**src/rtl/spi_shift_engine_pkg.sv**
```systemverilog
// spi_shift_engine_pkg
//   Shared definitions for the SPI shift engine: FSM state encodings,
//   SPI mode 0 clock polarity, default timing parameters and a counter
//   width helper.
package spi_shift_engine_pkg;

    // FSM state encodings (3 bits)
    localparam logic [2:0] ST_IDLE  = 3'd0;
    localparam logic [2:0] ST_SETUP = 3'd1;
    localparam logic [2:0] ST_POP   = 3'd2;
    localparam logic [2:0] ST_LATCH = 3'd3;
    localparam logic [2:0] ST_SHIFT = 3'd4;
    localparam logic [2:0] ST_PUSH  = 3'd5;
    localparam logic [2:0] ST_WAIT  = 3'd6;
    localparam logic [2:0] ST_GAP   = 3'd7;

    // SPI mode 0: sclk idles low, data sampled on the rising edge
    localparam logic SPI_CPOL = 1'b0;

    localparam int unsigned DEF_CLK_DIV  = 4;
    localparam int unsigned DEF_CS_SETUP = 2;
    localparam int unsigned DEF_CS_GAP   = 4;

    // Bits needed for a counter that runs 0..n-1
    function automatic int unsigned cnt_width(input int unsigned n);
        return (n <= 2) ? 1 : $clog2(n);
    endfunction

endpackage

```
**src/rtl/spi_shift_engine_clk_gen.sv**
```systemverilog
// spi_shift_engine_clk_gen
//   Half-period divider for the SPI clock. While en=1, sclk toggles every
//   CLK_DIV clk cycles; rise/fall are one-cycle strobes asserted in the
//   cycle whose closing clk edge moves sclk 0->1 / 1->0. While en=0 the
//   divider is cleared and sclk is held at its idle level.
// Ports
//   clk   in  system clock
//   rst   in  asynchronous reset, active high
//   en    in  run the divider
//   sclk  out registered SPI clock
//   rise  out strobe: sclk rises at the next clk edge
//   fall  out strobe: sclk falls at the next clk edge
module spi_shift_engine_clk_gen
    import spi_shift_engine_pkg::*;
#(
    parameter int unsigned CLK_DIV = DEF_CLK_DIV
) (
    input  logic clk,
    input  logic rst,
    input  logic en,
    output logic sclk,
    output logic rise,
    output logic fall
);

    localparam int unsigned CW = cnt_width(CLK_DIV);
    localparam logic [CW-1:0] LAST = CW'(CLK_DIV - 1);

    logic [CW-1:0] cnt;
    logic          wrap;

    always_comb begin
        wrap = en && (cnt == LAST);
        rise = wrap && !sclk;
        fall = wrap && sclk;
    end

    always_ff @(posedge clk or posedge rst) begin
        if (rst) begin
            cnt  <= '0;
            sclk <= SPI_CPOL;
        end else if (!en) begin
            cnt  <= '0;
            sclk <= SPI_CPOL;
        end else if (wrap) begin
            cnt  <= '0;
            sclk <= ~sclk;
        end else begin
            cnt  <= cnt + CW'(1);
        end
    end

endmodule

```
**src/rtl/spi_shift_engine.sv**
```systemverilog
// spi_shift_engine
//   Bit-level SPI master (mode 0, MSB first) between TX/RX byte FIFOs and
//   the PmodACL2 pins. Pops a TX byte, shifts it out on mosi while
//   capturing miso, pushes the received byte to the RX FIFO, and keeps
//   cs_n low across consecutive bytes (and while cs_hold=1) so multi-byte
//   ADXL362 commands stay in one frame.
// Ports
//   clk, rst        system clock, asynchronous active-high reset
//   tx_fifo_read    out one-cycle pop strobe; tx_fifo_data valid next cycle
//   tx_fifo_data    in  TX FIFO head
//   tx_fifo_empty   in  TX FIFO empty
//   rx_fifo_write   out one-cycle push strobe
//   rx_fifo_data    out received byte, valid while rx_fifo_write=1
//   rx_fifo_full    in  RX FIFO full
//   cs_hold         in  keep cs_n low between bytes while TX FIFO is empty
//   busy            out engine not idle
//   sclk/mosi/cs_n  out SPI pins
//   miso            in  SPI data in (two-flop synchronised internally)
module spi_shift_engine
    import spi_shift_engine_pkg::*;
#(
    parameter int unsigned CLK_DIV  = DEF_CLK_DIV,
    parameter int unsigned CS_SETUP = DEF_CS_SETUP,
    parameter int unsigned CS_GAP   = DEF_CS_GAP
) (
    input  logic       clk,
    input  logic       rst,
    output logic       tx_fifo_read,
    input  logic [7:0] tx_fifo_data,
    input  logic       tx_fifo_empty,
    output logic       rx_fifo_write,
    output logic [7:0] rx_fifo_data,
    input  logic       rx_fifo_full,
    input  logic       cs_hold,
    output logic       busy,
    output logic       sclk,
    output logic       mosi,
    input  logic       miso,
    output logic       cs_n
);

    localparam int unsigned TMAX = (CS_SETUP > CS_GAP) ? CS_SETUP : CS_GAP;
    localparam int unsigned TW   = cnt_width(TMAX);
    localparam logic [TW-1:0] SETUP_LAST = TW'(CS_SETUP - 1);
    localparam logic [TW-1:0] GAP_LAST   = TW'(CS_GAP - 1);

    logic [2:0]    state;
    logic [TW-1:0] tmr;
    logic [6:0]    shift_reg;   // bits still to send after the one on mosi
    logic [7:0]    rx_reg;
    logic [2:0]    bit_cnt;
    logic [1:0]    miso_sync;
    logic          start;
    logic          sck_rise;
    logic          sck_fall;

    always_comb begin
        start         = !tx_fifo_empty && !rx_fifo_full;
        tx_fifo_read  = (state == ST_POP);
        rx_fifo_write = (state == ST_PUSH);
        busy          = (state != ST_IDLE);
    end

    spi_shift_engine_clk_gen #(
        .CLK_DIV (CLK_DIV)
    ) u_clk_gen (
        .clk  (clk),
        .rst  (rst),
        .en   (state == ST_SHIFT),
        .sclk (sclk),
        .rise (sck_rise),
        .fall (sck_fall)
    );

    always_ff @(posedge clk or posedge rst) begin
        if (rst) begin
            state        <= ST_IDLE;
            tmr          <= '0;
            shift_reg    <= '0;
            rx_reg       <= '0;
            bit_cnt      <= '0;
            miso_sync    <= '0;
            mosi         <= 1'b0;
            cs_n         <= 1'b1;
            rx_fifo_data <= '0;
        end else begin
            miso_sync <= {miso_sync[0], miso};
            case (state)
                ST_IDLE: begin
                    if (start) begin
                        state <= ST_SETUP;
                        cs_n  <= 1'b0;
                        tmr   <= '0;
                    end
                end
                ST_SETUP: begin
                    if (tmr == SETUP_LAST) state <= ST_POP;
                    else                   tmr   <= tmr + TW'(1);
                end
                ST_POP: begin
                    state <= ST_LATCH;
                end
                ST_LATCH: begin
                    mosi      <= tx_fifo_data[7];
                    shift_reg <= tx_fifo_data[6:0];
                    rx_reg    <= '0;
                    bit_cnt   <= '0;
                    state     <= ST_SHIFT;
                end
                ST_SHIFT: begin
                    if (sck_rise) rx_reg <= {rx_reg[6:0], miso_sync[1]};
                    if (sck_fall) begin
                        mosi      <= shift_reg[6];
                        shift_reg <= {shift_reg[5:0], 1'b0};
                        bit_cnt   <= bit_cnt + 3'd1;
                        // 8th falling edge: rx_reg already holds all 8 samples
                        if (bit_cnt == 3'd7) begin
                            state        <= ST_PUSH;
                            rx_fifo_data <= rx_reg;
                        end
                    end
                end
                // PUSH and WAIT share their exit rules; a blocked start
                // (RX full) falls back to WAIT or GAP depending on cs_hold.
                ST_PUSH, ST_WAIT: begin
                    if (start) begin
                        state <= ST_POP;
                    end else if (cs_hold) begin
                        state <= ST_WAIT;
                    end else begin
                        state <= ST_GAP;
                        cs_n  <= 1'b1;
                        tmr   <= '0;
                    end
                end
                ST_GAP: begin
                    if (tmr == GAP_LAST) state <= ST_IDLE;
                    else                 tmr   <= tmr + TW'(1);
                end
                default: begin
                    state <= ST_IDLE;
                    cs_n  <= 1'b1;
                end
            endcase
        end
    end

endmodule

```
**config.mk**
```make
export PLATFORM = sky130hd
export DESIGN_NAME = spi_shift_engine
export DESIGN_NICKNAME = d
export VERILOG_FILES = /design/src/rtl/spi_shift_engine_pkg.sv /design/src/rtl/spi_shift_engine_clk_gen.sv /design/src/rtl/spi_shift_engine.sv
export SDC_FILE = /design/constraint.sdc
export NUM_CORES = 1
export LEC_CHECK = 0
export BUFFER_PORTS_ARGS = -buffer_cell sky130_fd_sc_hd__buf_2
export CELL_PAD_IN_SITES_DETAIL_PLACEMENT = 0
export CELL_PAD_IN_SITES_GLOBAL_PLACEMENT = 1
export CORE_UTILIZATION = 35
export CTS_CLUSTER_SIZE = 30
export DETAILED_ROUTE_END_ITERATION = 7
export PLACE_DENSITY_LB_ADDON = 0.1
export SYNTH_ARGS = -nofsm -noshare
export SYNTH_HDL_FRONTEND = slang
export SYNTH_HIERARCHICAL = 1
export SYNTH_SLANG_ARGS = --single-unit
```
**constraint.sdc**
```tcl
create_clock -name clk -period 3.4 [get_ports clk]
set_input_delay 0.17 -clock clk [delete_from_list [all_inputs] [get_ports clk]]
set_output_delay 0.17 -clock clk [all_outputs]
set_load 0.02 [all_outputs]
```
==> Flow_metrics.wiki, run 1 <==
{| class="wikitable"
! Metric !! Value
|-
| Initial core utilization || 0.3738
|-
| Instance area at placement || between 2000 and 2500 um^2
|-
| Number of nets with antenna violations after detailed routing || 0
|-
| Static leakage power || about 1.1 nW
|-
| Wire length of the first global-routing pass || ~6000 um
|-
| Largest incremental delay on the critical path || roughly 0.44 ns
|-
| Remaining global-route overflow || 0
|-
| Max Buffers Root-to-Sink || 2
|-
| Max Cap Viol || 0
|-
| Fraction of layout cells with a size suffix above 1 || 0.2562
|-
| Drt total wl || around 3300 um
|-
| Final cycle utilization of the critical path || 0.7484
|-
| Outcome || finished clean
|-
| Setup repair after global routing missed its margin || false
|-
| Number of cell rows || 25
|-
| Initial antenna violation count || 0
|-
| Critical-path cell with the highest stage delay || sky130_fd_sc_hd__and2_1
|-
| Horizontal die dimension || about 74 um
|-
| H-tree depth || 2
|-
| Kind of cell adding the most delay to the critical path || simple AND/OR/NAND/NOR gates
|-
| Count of boundary I/O pins || 28
|-
| Global placer's final weighted congestion || around 0.73
|-
| Sort of element at the end of the critical path || flop
|-
| Initial DRC count || 75
|-
| Pre-CTS WS || 0.8447 ns
|-
| Minimum hold slack || ~0.13 ns
|-
| Clock input transition at the sequential cells of the worst setup and hold paths || roughly 0.070 ns
|-
| Max_slew headroom || 0.6806
|-
| Maximum fanout count along the critical path || 16
|-
| ANT cells || 0
|-
| Total nets after synthesis || around 200
|-
| Final min period || 2.545 ns
|-
| Vias || approximately 1.3k
|-
| Clock tree from TritonCTS || yes
|-
| End-of-flow core utilization || 0.4415
|-
| Data required time at the worst endpoint || between 3 and 4 ns
|-
| Total met3 wirelength after detailed routing || 145 um
|-
| Total of hold buffers inserted after clock tree synthesis || 2
|-
| Worst hold path class || input pin to flop
|-
| Count of final setup violators || 0
|-
| Met2 wire len || 1551 um
|-
| Global-route usage over all layers || 0.1438
|-
| Count of buffers added by post-CTS timing repair for setup || 0
|-
| Clock net sink count || 38
|-
| Post-layout instance area || ~2200 um^2
|-
| Vias per std cell || approximately 4.8
|-
| Peak supply drop || roughly 0.00019 V
|-
| Port-buffer cells || 27
|-
| Critical path class || flop to flop
|-
| Cell count after synthesis || around 170
|-
| Total core area || a little under 5000 um^2
|-
| Count of final hold-check violations || 0
|-
| Insertion delay to the later sink of the worst-skew pair || between 0.2 and 0.3 ns
|-
| DRT Pass-1 Iters || 4
|-
| Post-DP HPWL || roughly 2300 um
|-
| Number of distinct standard cells referenced by the synthesized netlist || 41
|-
| Detail-routed net length per standard cell || roughly 12 um
|-
| Die height || 74.20 um
|-
| Maximum clock frequency || 393.0 MHz
|-
| Sum of internal, switching and leakage power || 0.8824 mW
|-
| Max-slew violation total from the final report || 0
|-
| Number of cells after detailed placement || 260
|-
| Final critical-path setup slack || between 0.8 and 0.9 ns
|-
| Part of the Yosys area used for sequential elements || 0.5219
|-
| Worst Max-Slew Pin Slew || approximately 0.48 ns
|-
| Type of element launching the critical path || flop
|-
| Inserted Clock Buffers || 5
|-
| Uppermost layer routed || met4
|-
| Ys Warns || 6
|-
| Worst clock skew || around 0.0053 ns
|-
| Area of the mapped netlist || between 1500 and 2000 um^2
|-
| Die area || 5505 um^2
|-
| Synthesized area per cell || around 11 um^2
|-
| Area growth from synthesis to final layout || 18.11%
|-
| Critical path buffer and inverter count || 2
|-
| Vias in the first global route || about 1.3k
|-
| Clock root buffer || sky130_fd_sc_hd__clkbuf_8
|-
| Flip-flop and latch count after synthesis || 38
|-
| Critical-path cell list || inv_1, ha_1, nand2_2, clkinv_1, and3_2, nand3_1, and2_1, o21ai_0
|-
| Net count reported at finish || roughly 230
|-
| Number of remaining DRC errors || 0
|-
| Maximum number of pins on one net before global-route repair || 36
|-
| Cts repair resizes || 0
|-
| Data arrival time of the critical path || ~2.7 ns
|-
| Total negative slack for setup checks || 0 ns
|-
| Total power density per cell area || a little over 400 nW/um^2
|-
| Final Instance Count excl. Fillers || 270
|-
| Metal-1 WL || 1537 um
|}
layout make-up:
cell class                 count  area, um^2
multi-input combinational    117       802.0
timing repair buffer          30       162.7
fill                         499        2725
clock inverter                 1       30.03
tap                           67       83.83
inverter                      10       37.54
sequential                    38       952.2
clock buffer                   7       86.33
cells in the mapped netlist, drive strengths merged:
master / instances / area (um^2)
a2111o: 1 / 11.26
a21boi: 2 / 26.28
a21o: 1 / 7.510
a21oi: 3 / 18.77
a22o: 1 / 8.760
a32o: 1 / 10.01
and2: 3 / 18.77
and3: 2 / 13.77
and3b: 1 / 10.01
buf: 3 / 17.52
clkbuf: 4 / 15.01
clkinv: 1 / 3.750
dfrtp: 37 / 925.9
dfstp: 1 / 26.28
ha: 9 / 112.6
inv: 9 / 33.78
mux2: 10 / 112.6
mux2i: 8 / 80.08
nand2: 33 / 126.4
nand2b: 3 / 18.77
nand3: 6 / 35.03
nor2: 3 / 11.26
nor2b: 1 / 6.260
nor3: 1 / 5.000
nor3b: 1 / 7.510
nor4: 1 / 6.260
o211ai: 1 / 7.510
o21ai: 19 / 98.85
o22ai: 2 / 12.51
o32a: 1 / 10.01
or2b: 1 / 7.510
or4b: 1 / 10.01
xor2: 1 / 8.760
cells by family (layout without fill, tap and decap cells):
group                    after synthesis  after routing  share of synthesized area
AO/OA/AOI/OAI                         32             32                     0.1159
buffers and inverters                 17             48                    0.03840
XOR/XNOR                               1              1                   0.004802
AND/OR/NAND/NOR                       57             57                     0.1516
adder cells (fa/ha/maj)                9              9                    0.06173
flip-flops                            38             38                     0.5220
multiplexers                          18             18                     0.1056
final timing paths:
path	start	to	slack, ns	cells after the start
setup / recovery	state[0]$_DFFE_PP0P_	shift_reg[6]$_DFFE_PP0P_	0.86	8
hold / removal	tx_fifo_data[0]	shift_reg[0]$_DFFE_PP0P_	0.13	3
setup reg to reg	state[0]$_DFFE_PP0P_	shift_reg[6]$_DFFE_PP0P_	0.86	8
hold reg to reg	miso_sync[0]$_DFF_PP0_	miso_sync[1]$_DFF_PP0_	0.35	0
max in group asynchronous	rst	cs_n$_DFFE_PP1P_	2.52	4
min in group asynchronous	rst	u_clk_gen/cnt[0]$_DFF_PP0_	0.30	3
placed cells by master (no fill, tap or decap), types with 2 or more instances in the layout:
cell type	n
sky130_fd_sc_hd__dfrtp_1	37
sky130_fd_sc_hd__nand3_1	5
sky130_fd_sc_hd__buf_2	27
sky130_fd_sc_hd__o21ai_0	18
sky130_fd_sc_hd__mux2i_1	8
sky130_fd_sc_hd__and2_1	3
sky130_fd_sc_hd__inv_1	9
sky130_fd_sc_hd__mux2_2	9
sky130_fd_sc_hd__ha_1	9
sky130_fd_sc_hd__a21oi_1	2
sky130_fd_sc_hd__nand2_1	32
sky130_fd_sc_hd__nor2_1	3
sky130_fd_sc_hd__dlygate4sd3_1	2
sky130_fd_sc_hd__clkbuf_8	6
sky130_fd_sc_hd__o22ai_1	2
sky130_fd_sc_hd__nand2b_1	3
report_power, final:
| part | switching [mW] | internal (mW) | leakage (nW) |
|---|---|---|---|
| combinational | 0.0160 | 0.0114 | 0.534 |
| clock | 0.154 | 0.239 | 0.0585 |
| sequential | 0.00348 | 0.458 | 0.475 |
| total | 0.174 | 0.709 | 1.07 |
metal layers:
metal | global-route usage | vias to the layer above
met5 | 0 | -
met4 | 0.05769 | 0
met3 | 0.04065 | 5
met2 | 0.2384 | 32
met1 | 0.1769 | 605
li1 | - | 643
tightest hold or removal path, stage by stage:
cell,delay (ns)
sky130_fd_sc_hd__buf_2,0.09
sky130_fd_sc_hd__inv_1,0.03
sky130_fd_sc_hd__o21ai_0,0.07
No activity file was read; power rests on OpenSTA's default activity.
==> run 2, diff against run 1 <==
==> constraint.sdc (replaced) <==
create_clock -name clk -period 2.4 [get_ports clk]
set_input_delay 0.12 -clock clk [delete_from_list [all_inputs] [get_ports clk]]
set_output_delay 0.12 -clock clk [all_outputs]
set_load 0.02 [all_outputs]
==> run 2 against run 1 <==
Clock skew grew 0.00082 ns. Total power up 41%. Clock-buffer cell count unchanged. Design area is 1.1% higher. Global-route usage decreased by 0.19 points. Critical path depth rose by 1. Setup slack lost 0.59 ns. First-iteration DRC count fell by 21%. Die area stayed put. Clock power up 39%. Sequential share of layout area shrank 0.48 points. Largest power group unchanged.
==> Flow_metrics.wiki, run 2 (synthesized netlist as in run 1, its figures left out) <==
{| class="wikitable"
! Metric !! Value
|-
| Initial core utilization || 0.3738
|-
| Total negative slack for setup checks || 0 ns
|-
| Worst Max-Slew Pin Slew || 0.4842 ns
|-
| Data arrival time of the critical path || 2.29 ns
|-
| Critical path class || flop to flop
|-
| Area growth from synthesis to final layout || 19.41%
|-
| Inserted Clock Buffers || 5
|-
| End of the worst register-to-register path || shift_reg[6]$_DFFE_PP0P_
|-
| Most frequent cells in the layout || sky130_fd_sc_hd__dfrtp_1, sky130_fd_sc_hd__nand2_1, sky130_fd_sc_hd__buf_2
|-
| Static leakage power || roughly 1.1 nW
|-
| Clock root buffer || sky130_fd_sc_hd__clkbuf_8
|-
| Count of boundary I/O pins || 28
|-
| Maximum number of pins on one net before global-route repair || 36
|-
| Number of cell rows || 25
|-
| Vias in the first global route || approximately 1.2k
|-
| Max_slew headroom || 0.6772
|-
| Switching Fraction || 0.1919
|-
| Sw Pwr || 0.2384 mW
|-
| End-of-flow core utilization || 0.4464
|-
| Port-buffer cells || 27
|-
| Die area || approximately 5500 um^2
|-
| Data required time at the worst endpoint || between 2 and 3 ns
|-
| Setup repair after global routing missed its margin || false
|-
| H-tree depth || 2
|-
| Maximum fanout count along the critical path || 16
|-
| Worst Hold Path EP || shift_reg[0]$_DFFE_PP0P_
|-
| Int Pwr || 1.004 mW
|-
| Sequential power share || 0.526
|-
| Drt total wl || about 3200 um
|-
| Power share of the clock group || 0.442
|-
| Clock net sink count || 38
|-
| Most frequent standard cell in the layout excluding fill and tap cells || sky130_fd_sc_hd__dfrtp_1
|-
| Worst hold path cell count || 3
|-
| Vias || 1311
|-
| Detail-routed net length per standard cell || ~12 um
|-
| Reg-to-reg critical path startpoint || state[0]$_DFFE_PP0P_
|-
| Number of remaining DRC errors || 0
|-
| Total core area || 4880 um^2
|-
| Global placer's final weighted congestion || roughly 0.74
|-
| Remaining global-route overflow || 0
|-
| Total power density per cell area || between 500 and 600 nW/um^2
|-
| Worst hold path class || input pin to flop
|-
| ANT cells || 0
|-
| Clock tree from TritonCTS || yes
|-
| Count of final hold-check violations || 0
|-
| Wire length of the first global-routing pass || 5761 um
|-
| Horizontal die dimension || 74.20 um
|-
| Max Buffers Root-to-Sink || 2
|-
| Worst clock skew || slightly above 0.006 ns
|-
| Count of final setup violators || 0
|-
| Number of nets with antenna violations after detailed routing || 0
|-
| Global-route usage over all layers || 0.1419
|-
| Maximum clock frequency || 468.6 MHz
|-
| Hold_sp || tx_fifo_data[0]
|-
| Max-slew violation total from the final report || 0
|-
| Type of element launching the critical path || flop
|-
| Logic pwr share || 0.031
|-
| Outcome || finished clean
|-
| Die height || around 74 um
|-
| Initial antenna violation count || 0
|-
| Insertion delay to the later sink of the worst-skew pair || 0.28 ns
|-
| Max Cap Viol || 0
|-
| DRT Pass-1 Iters || 4
|-
| Reg2Reg Setup Slack || ~0.27 ns
|-
| Sort of element at the end of the critical path || flop
|-
| Clock input transition at the sequential cells of the worst setup and hold paths || around 0.070 ns
|-
| Final min period || approximately 2.1 ns
|-
| Initial DRC count || 59
|-
| Cells on worst reg2reg path || 9
|-
| Net count reported at finish || 228
|-
| Final cycle utilization of the critical path || 0.8892
|-
| Fraction of layout cells with a size suffix above 1 || 0.2718
|-
| Count of buffers added by post-CTS timing repair for setup || 0
|-
| Peak supply drop || roughly 0.00029 V
|-
| Vias per std cell || 4.802
|-
| Post-DP HPWL || 2314 um
|}
-- run 2: cell type report --
type                            count  area, um^2
Clock inverter                      1       30.03
Timing Repair Buffer               33       185.2
Inverter                           10       37.54
Sequential cell                    38       952.2
Fill cell                         496        2701
Clock buffer                        7       86.33
Multi-Input combinational cell    117       803.3
Tap cell                           67       83.83
-- run 2: what timing repair did --
| item | CTS | global route |
|---|---|---|
| resized for setup | 0 | 1 |
| setup endpoints to repair | 0 | 9 |
| hold endpoints to repair | 38 | 0 |
| hold buffers | 2 | 0 |
-- run 2: how the worst max path moves through the flow --
stage / start / end / slack, ns / depth (start not counted)
CTS: state[1]$_DFFE_PP0P_ / shift_reg[6]$_DFFE_PP0P_ / 0.10 / 8
floorplan: state[0]$_DFFE_PP0P_ / mosi$_DFFE_PP0P_ / 0.03 / 11
detailed placement: state[1]$_DFFE_PP0P_ / mosi$_DFFE_PP0P_ / 0.11 / 8
global placement: state[0]$_DFFE_PP0P_ / shift_reg[3]$_DFFE_PP0P_ / 0.28 / 8
finish: state[0]$_DFFE_PP0P_ / shift_reg[6]$_DFFE_PP0P_ / 0.27 / 9
global route: state[1]$_DFFE_PP0P_ / shift_reg[6]$_DFFE_PP0P_ / 0.05 / 9
-- run 2: stage by stage --
| step | instance area [um^2] | hold WS, ns | cells | total power [mW] | setup slack [ns] |
|---|---|---|---|---|---|
| after floorplan | 1824 | -0.1264 | 172 | 0.6842 | 0.03388 |
| after global placement | 2041 | -0.006580 | 263 | 0.7029 | 0.2780 |
| after global routing | 2178 | 0.08773 | 273 | 1.297 | 0.05309 |
| final | 2178 | 0.08290 | 273 | 1.242 | 0.2658 |
| after detailed placement | 2041 | -0.003723 | 263 | 0.7042 | 0.1114 |
| after CTS | 2177 | 0.07289 | 273 | 1.272 | 0.1033 |
-- run 2: worst max-delay path, stage by stage (launching register included) --
cell and delay [ns]:
sky130_fd_sc_hd__dfrtp_1 0.40, sky130_fd_sc_hd__inv_1 0.10, sky130_fd_sc_hd__ha_1 0.34, sky130_fd_sc_hd__nand2_2 0.10, sky130_fd_sc_hd__clkinv_1 0.14, sky130_fd_sc_hd__and3_2 0.26, sky130_fd_sc_hd__nand3_1 0.15, sky130_fd_sc_hd__and2_2 0.35
sky130_fd_sc_hd__nand2_1 0.09, sky130_fd_sc_hd__o21ai_0 0.08
-- run 2: per-layer routing --
layer,GRT usage,share of wire
met3,0.04065,0.036
met4,0.06410,0.019
met5,0,0
met1,0.1791,0.47
met2,0.2263,0.48
-- run 2: power by group through the flow --
stage / clock network (mW) / logic (mW) / registers, mW
global route: 0.596 / 0.0468 / 0.654
global placement: 0 / 0.0370 / 0.666
floorplan: 0 / 0.0184 / 0.666
detailed placement: 0 / 0.0383 / 0.666
finish: 0.549 / 0.0390 / 0.654
CTS: 0.578 / 0.0405 / 0.653
